===== src/rtl/fb_slave_databuf.sv =====
// rtl/fb_slave_databuf.sv - ping-pong rx/tx byte buffer between FreedM-bus slave MAC and host
// Purpose: the MAC writes rx bytes into a shadow bank. That bank is handed to the host only when
//   the frame ends CRC-clean. The host stages tx bytes in a pending bank, which is swapped in at
//   the next frame start.
// Ports: MRxClk/Reset_n clock and async active-low reset; FrameBusy/FrameCrcErr/RxValid/RxRamAddr/
//   RxData MAC rx side; TxRamAddr/TxData MAC tx side; HostWrEn/HostAddr/HostWrData/HostTxCommit host
//   tx staging; HostRdEn/HostRdData/HostRdValid host rx readback; TxPending/RxFrameReady/
//   RxFrameDrop/RxByteCnt status.
// Option: FB_DATABUF_STATS_EN adds RxGoodCnt/RxDropCnt frame counters.
module fb_slave_databuf #(
    parameter int AW = 4
) (
    input  logic          MRxClk,
    input  logic          Reset_n,
    input  logic          FrameBusy,
    input  logic          FrameCrcErr,
    input  logic          RxValid,
    input  logic [7:0]    RxRamAddr,
    input  logic [7:0]    RxData,
    input  logic [7:0]    TxRamAddr,
    output logic [7:0]    TxData,
    input  logic          HostWrEn,
    input  logic [AW-1:0] HostAddr,
    input  logic [7:0]    HostWrData,
    input  logic          HostTxCommit,
    input  logic          HostRdEn,
    output logic [7:0]    HostRdData,
    output logic          HostRdValid,
    output logic          TxPending,
    output logic          RxFrameReady,
    output logic          RxFrameDrop,
`ifdef FB_DATABUF_STATS_EN
    output logic [15:0]   RxGoodCnt,
    output logic [15:0]   RxDropCnt,
`endif
    output logic [AW:0]   RxByteCnt
);
    localparam int DEPTH = 1 << AW;
    localparam logic [AW:0] DEPTH_W = (AW+1)'(DEPTH);

    typedef enum logic [1:0] {S_IDLE, S_ACTIVE, S_COMMIT} state_t;

    state_t        state_q, state_d;
    logic          rx_bank_sel_q, rx_bank_sel_d;
    logic          tx_bank_sel_q, tx_bank_sel_d;
    logic          tx_pending_q, tx_pending_d;
    logic          err_sticky_q, err_sticky_d;
    logic [AW:0]   rx_cnt_q, rx_cnt_d;
    logic [AW:0]   rx_byte_cnt_q, rx_byte_cnt_d;
    logic [7:0]    tx_data_q, tx_data_d;
    logic [7:0]    host_rd_data_q, host_rd_data_d;
    logic          host_rd_valid_q, host_rd_valid_d;

    logic          frame_start;
    logic          rx_wr;
    logic          publish;
    logic          drop;

    // Bank index is the MSB of each RAM address: {bank, byte}.
    logic [7:0]    rx_mem [0:2*DEPTH-1];
    logic [7:0]    tx_mem [0:2*DEPTH-1];

    always_comb begin
        state_d         = state_q;
        rx_bank_sel_d   = rx_bank_sel_q;
        tx_bank_sel_d   = tx_bank_sel_q;
        tx_pending_d    = tx_pending_q;
        err_sticky_d    = err_sticky_q;
        rx_cnt_d        = rx_cnt_q;
        rx_byte_cnt_d   = rx_byte_cnt_q;

        frame_start = (state_q == S_IDLE) && FrameBusy;
        // Out-of-range rx bytes are dropped silently; they do not fail the frame.
        rx_wr       = (state_q == S_ACTIVE) && RxValid && ((RxRamAddr >> AW) == 8'd0);
        publish     = (state_q == S_COMMIT) && !err_sticky_q && (rx_cnt_q != '0);
        drop        = (state_q == S_COMMIT) && !publish;

        case (state_q)
            S_IDLE:   if (FrameBusy) state_d = S_ACTIVE;
            S_ACTIVE: if (!FrameBusy) state_d = S_COMMIT;
            default:  state_d = S_IDLE;
        endcase

        if (frame_start) begin
            rx_cnt_d     = '0;
            err_sticky_d = 1'b0;
        end

        // Swap decision uses the registered pending flag, so a commit landing
        // on the start cycle waits for the following frame.
        if (frame_start && tx_pending_q) begin
            tx_bank_sel_d = ~tx_bank_sel_q;
            tx_pending_d  = 1'b0;
        end else if (HostTxCommit) begin
            tx_pending_d  = 1'b1;
        end

        if (state_q == S_ACTIVE) begin
            if (FrameCrcErr) err_sticky_d = 1'b1;
            if (rx_wr && (rx_cnt_q < DEPTH_W)) rx_cnt_d = rx_cnt_q + 1'b1;
        end

        if (publish) begin
            rx_bank_sel_d = ~rx_bank_sel_q;
            rx_byte_cnt_d = rx_cnt_q;
        end

        tx_data_d       = ((TxRamAddr >> AW) == 8'd0) ?
                          tx_mem[{tx_bank_sel_q, TxRamAddr[AW-1:0]}] : 8'h00;
        host_rd_valid_d = HostRdEn;
        host_rd_data_d  = HostRdEn ? rx_mem[{~rx_bank_sel_q, HostAddr}] : host_rd_data_q;
    end

    always_ff @(posedge MRxClk or negedge Reset_n) begin
        if (!Reset_n) begin
            state_q         <= S_IDLE;
            rx_bank_sel_q   <= 1'b0;
            tx_bank_sel_q   <= 1'b0;
            tx_pending_q    <= 1'b0;
            err_sticky_q    <= 1'b0;
            rx_cnt_q        <= '0;
            rx_byte_cnt_q   <= '0;
            tx_data_q       <= 8'h00;
            host_rd_data_q  <= 8'h00;
            host_rd_valid_q <= 1'b0;
        end else begin
            state_q         <= state_d;
            rx_bank_sel_q   <= rx_bank_sel_d;
            tx_bank_sel_q   <= tx_bank_sel_d;
            tx_pending_q    <= tx_pending_d;
            err_sticky_q    <= err_sticky_d;
            rx_cnt_q        <= rx_cnt_d;
            rx_byte_cnt_q   <= rx_byte_cnt_d;
            tx_data_q       <= tx_data_d;
            host_rd_data_q  <= host_rd_data_d;
            host_rd_valid_q <= host_rd_valid_d;
        end
    end

    // MAC always touches the shadow rx / active tx bank, host the opposite one.
    always_ff @(posedge MRxClk) begin
        if (rx_wr) rx_mem[{rx_bank_sel_q, RxRamAddr[AW-1:0]}] <= RxData;
        if (HostWrEn) tx_mem[{~tx_bank_sel_q, HostAddr}] <= HostWrData;
    end

    assign TxData       = tx_data_q;
    assign HostRdData   = host_rd_data_q;
    assign HostRdValid  = host_rd_valid_q;
    assign TxPending    = tx_pending_q;
    assign RxFrameReady = publish;
    assign RxFrameDrop  = drop;
    assign RxByteCnt    = rx_byte_cnt_q;

`ifdef FB_DATABUF_STATS_EN
    logic [15:0] rx_good_cnt_q, rx_good_cnt_d;
    logic [15:0] rx_drop_cnt_q, rx_drop_cnt_d;

    always_comb begin
        rx_good_cnt_d = rx_good_cnt_q;
        rx_drop_cnt_d = rx_drop_cnt_q;
        if (publish) rx_good_cnt_d = rx_good_cnt_q + 16'd1;
        if (drop)    rx_drop_cnt_d = rx_drop_cnt_q + 16'd1;
    end

    always_ff @(posedge MRxClk or negedge Reset_n) begin
        if (!Reset_n) begin
            rx_good_cnt_q <= 16'd0;
            rx_drop_cnt_q <= 16'd0;
        end else begin
            rx_good_cnt_q <= rx_good_cnt_d;
            rx_drop_cnt_q <= rx_drop_cnt_d;
        end
    end

    assign RxGoodCnt = rx_good_cnt_q;
    assign RxDropCnt = rx_drop_cnt_q;
`endif
endmodule


===== config.mk =====
export PLATFORM = sky130hd
export DESIGN_NAME = fb_slave_databuf
export DESIGN_NICKNAME = d
export VERILOG_FILES = /design/src/rtl/fb_slave_databuf.sv
export SDC_FILE = /design/constraint.sdc
export NUM_CORES = 1
export LEC_CHECK = 0
export CAP_MARGIN = 40
export CORE_UTILIZATION = 60
export DETAILED_ROUTE_END_ITERATION = 8
export GPL_TIMING_DRIVEN = 0
export PLACE_DENSITY_LB_ADDON = 0.08
export SYNTH_ARGS = -nofsm -noshare
export SYNTH_HDL_FRONTEND = slang
export SYNTH_SLANG_ARGS = --single-unit

===== constraint.sdc =====
create_clock -name MRxClk -period 3 [get_ports MRxClk]
set_clock_uncertainty 0.05 [all_clocks]
set_input_delay 0.6 -clock MRxClk [delete_from_list [all_inputs] [get_ports MRxClk]]
set_output_delay 0.6 -clock MRxClk [all_outputs]
set_load 0.01 [all_outputs]

==> metrics.txt <==
CP Max Fanout=10; Worst-Margin Slew=0.883 ns; CP startpoint=HostAddr[1]; Final GP Congestion=0.885; ranking of synthesized cells by area=edfxtp_1, mux4_2, dfrtp_1; first-pass GRT wire length=68900 µm; RSZ-0062 raised after global routing=true; layout cells sized above 1=25.3%; Vias/cell=6.29; Gate Count Post-Synth=1001; failing checks=setup timing; post-synthesis net count=1047; r2r startpoint=rx_bank_sel_q; post-synth top area share=72.7%; WL/cell=28.5 µm; TritonCTS Sinks=545; Worst-Skew Late Latency=0.58 ns; WP data required=3.16 ns; P_int=0.0123 W; Final ANT Viol Nets=0; Max Freq=325 MHz; Post-Layout Inst Area=24400 µm²; Critical Path AT=3.23 ns; Initial Utilization=61.1%; antenna fix cells=0; IO buf count=61; Mean Syn Cell Area=21.1 µm²; Worst Path Class, Setup=input port to flip-flop; Setup-failing EPs final=39; final core utilization=70.6%; via count=10348; FP Rows=68; Core Area=34600 µm²; vias in the first global route=10630; CP Launch Type=input port; antenna violations before repair=0; register area share after synthesis=76.6%; Tcrit/Tclk final=103%; Max Slew Vio Count=0; Worst slew margin=40.9%; CTS buffer count=53; die height=190 µm; TNS Setup=-1.98 ns; CTS clk-pin slew, worst paths=0.06 ns; prevailing post-synth register cell=edfxtp_1; DRT Wirelength=46900 µm; DP HPWL=31400 µm; outcome=finished, violations left; Psw=0.00342 W; slowest stage delay, CP=0.72 ns; Die X=190 µm; Net Sw Frac=21.7%; area of the mapped netlist=21200 µm²; fill count=2097; kind of end point of the critical path=flip-flop; Fin. Hold Viols=0; CTS tree=yes; CP max stage cell=nor2_1; GR Util All Layers=27.4%; sequential share of power=53.8%; maxcap violations=0; # placed instances=1548; ys async rst share=6.06%; DR pass1 iterations=5; Yosys top cell by area=edfxtp_1; most frequent cell after synthesis=edfxtp_1; most common library cells after synthesis=edfxtp_1, mux4_2, nor2_1, dfrtp_1, nand2_1; H-tree levels=2; Logic pwr share=7.9%; clock share of power=38.2%; CP most frequent cell=buf_2; Clock Tree Buf Depth=3; pwr/cell area=645 nW/µm²; crit-path cells=clkdlybuf4s50_1, buf_2, buf_2, or3b_2, clkbuf_1, nor2_1; Layout area overhead=15.5%; Synth Warn #=0; Netlist cell types=47; detailed router's first-iteration violation count=872; Top Ports=69; hold crit path type=input port to asynchronous set/reset pin; worst-case reg-to-reg path depth=4; Root Buffer=clkbuf_16; flops & latches, synth=545; Post-route DRC=0; pin count of the biggest net entering global routing=26; Nets=1198; Post-DP Area=22800 µm²; Die ar.=36000 µm²; number of synthesized flops with an enable pin=512; Leakage=7.90 nW; VDD IR max=574 µV; PnR worst setup slack=-0.0759 ns; GRT overflow=0; crit path time final=3.08 ns; fin cells=1645
[power by group through the flow]
stage / clock (W) / sequential [W] / combinational (W)
CTS: 0.00610 / 0.00848 / 0.00126
finish: 0.00603 / 0.00849 / 0.00125
detailed placement: 0 / 0.00864 / 0.00122
global route: 0.00640 / 0.00849 / 0.00133
global placement: 0 / 0.00865 / 0.00115
floorplan: 0 / 0.00865 / 0.000619
[kinds of logic after synthesis]
| logic type | count (synthesis) | share of synthesized area (%) |
|---|---|---|
| AO/OA/AOI/OAI | 61 | 1.90 |
| XOR/XNOR | 4 | 0.166 |
| adder cells (fa/ha/maj) | 2 | 0.118 |
| buffers and inverters | 74 | 1.70 |
| flip-flops | 545 | 76.6 |
| multiplexers | 165 | 16.2 |
| AND/OR/NAND/NOR | 150 | 3.38 |
[area by class of cell]
type                    instances  area, µm²  share of cell area, %
flip-flops and latches        545      16200                   66.3
multi-input cells             382       4710                   19.3
clock buffers                  70       1390                   5.69
repair buffers                 97       1070                   4.39
well taps                     455        569                   2.33
plain buffers                  51        273                   1.12
clock inverters                23        145                  0.594
inverters                      22       82.6                  0.338
[per-layer routing]
| metal | GRT usage (%) | share of wire [%] | up-vias |
|---|---|---|---|
| met1 | 36.1 | 38 | 5375 |
| met2 | 45.4 | 51 | 424 |
| met3 | 5.07 | 6.7 | 115 |
| met5 | 0 | 0 | - |
| met4 | 11.9 | 4.2 | 0 |
| li1 | - | - | 4434 |
[layout by cell type, fill, tap and decap left out, types with 3 or more instances in the layout]
master,count
inv_1,21
clkinv_1,16
a211o_1,4
a22oi_1,11
buf_16,5
nor2b_1,9
o22ai_1,10
a21oi_1,15
nand2b_1,6
buf_2,19
mux2_2,6
buf_8,11
nand3b_1,8
clkbuf_16,53
or3_1,3
buf_4,20
buf_6,5
mux2i_1,18
clkbuf_1,36
edfxtp_1,512
buf_1,6
clkinv_2,5
nand2_1,24
nor2_2,15
nor3_2,9
nor3_1,4
dfrtp_1,33
mux4_2,141
o21ai_0,8
clkdlybuf4s50_1,58
or3b_2,3
o2bb2ai_1,3
nor2_1,53
[final timing paths]
kind                                  to  slack [ns]
hold / removal              RxByteCnt[4]        0.38
min in group MRxClk         RxByteCnt[2]        0.43
hold reg to reg             RxByteCnt[2]        0.43
setup / recovery           tx_mem[16][4]       -0.08
max in group asynchronous      TxData[3]        2.08
setup reg to reg           rx_mem[16][1]        0.21
[metrics by stage]
step           power, W  hold slack [ns]  setup WS, ns
2_1_floorplan   0.00926            0.254         0.210
3_3_place_gp    0.00980            0.411         -1.22
3_5_place_dp    0.00987            0.413         -1.07
4_1_cts          0.0158            0.357        -0.103
5_1_grt          0.0162            0.368        -0.154
6_report         0.0158            0.379       -0.0759
[flip-flops by register name, indices dropped and copies added (netlist names)]
register,count
rx_mem,256
tx_mem,256
HostRdData,8
TxData,8
RxByteCnt,5
rx_cnt_q,5
state_q,2
HostRdValid,1
TxPending,1
err_sticky_q,1
rx_bank_sel_q,1
tx_bank_sel_q,1
[repair_timing]
item	in CTS	in global routing
endpoints found under the hold margin	9	0
resized for setup	26	5
hold buffers	1	0
endpoints found under the setup margin	200	97
buffers inserted	3	1
pin swaps	2	0
[critical path: cells and delay by family]
kind | cells | cell delay, ns
simple gates | 2 | 1.20
buf+inv | 4 | 1.41
(Power assumes the default switching activity.)
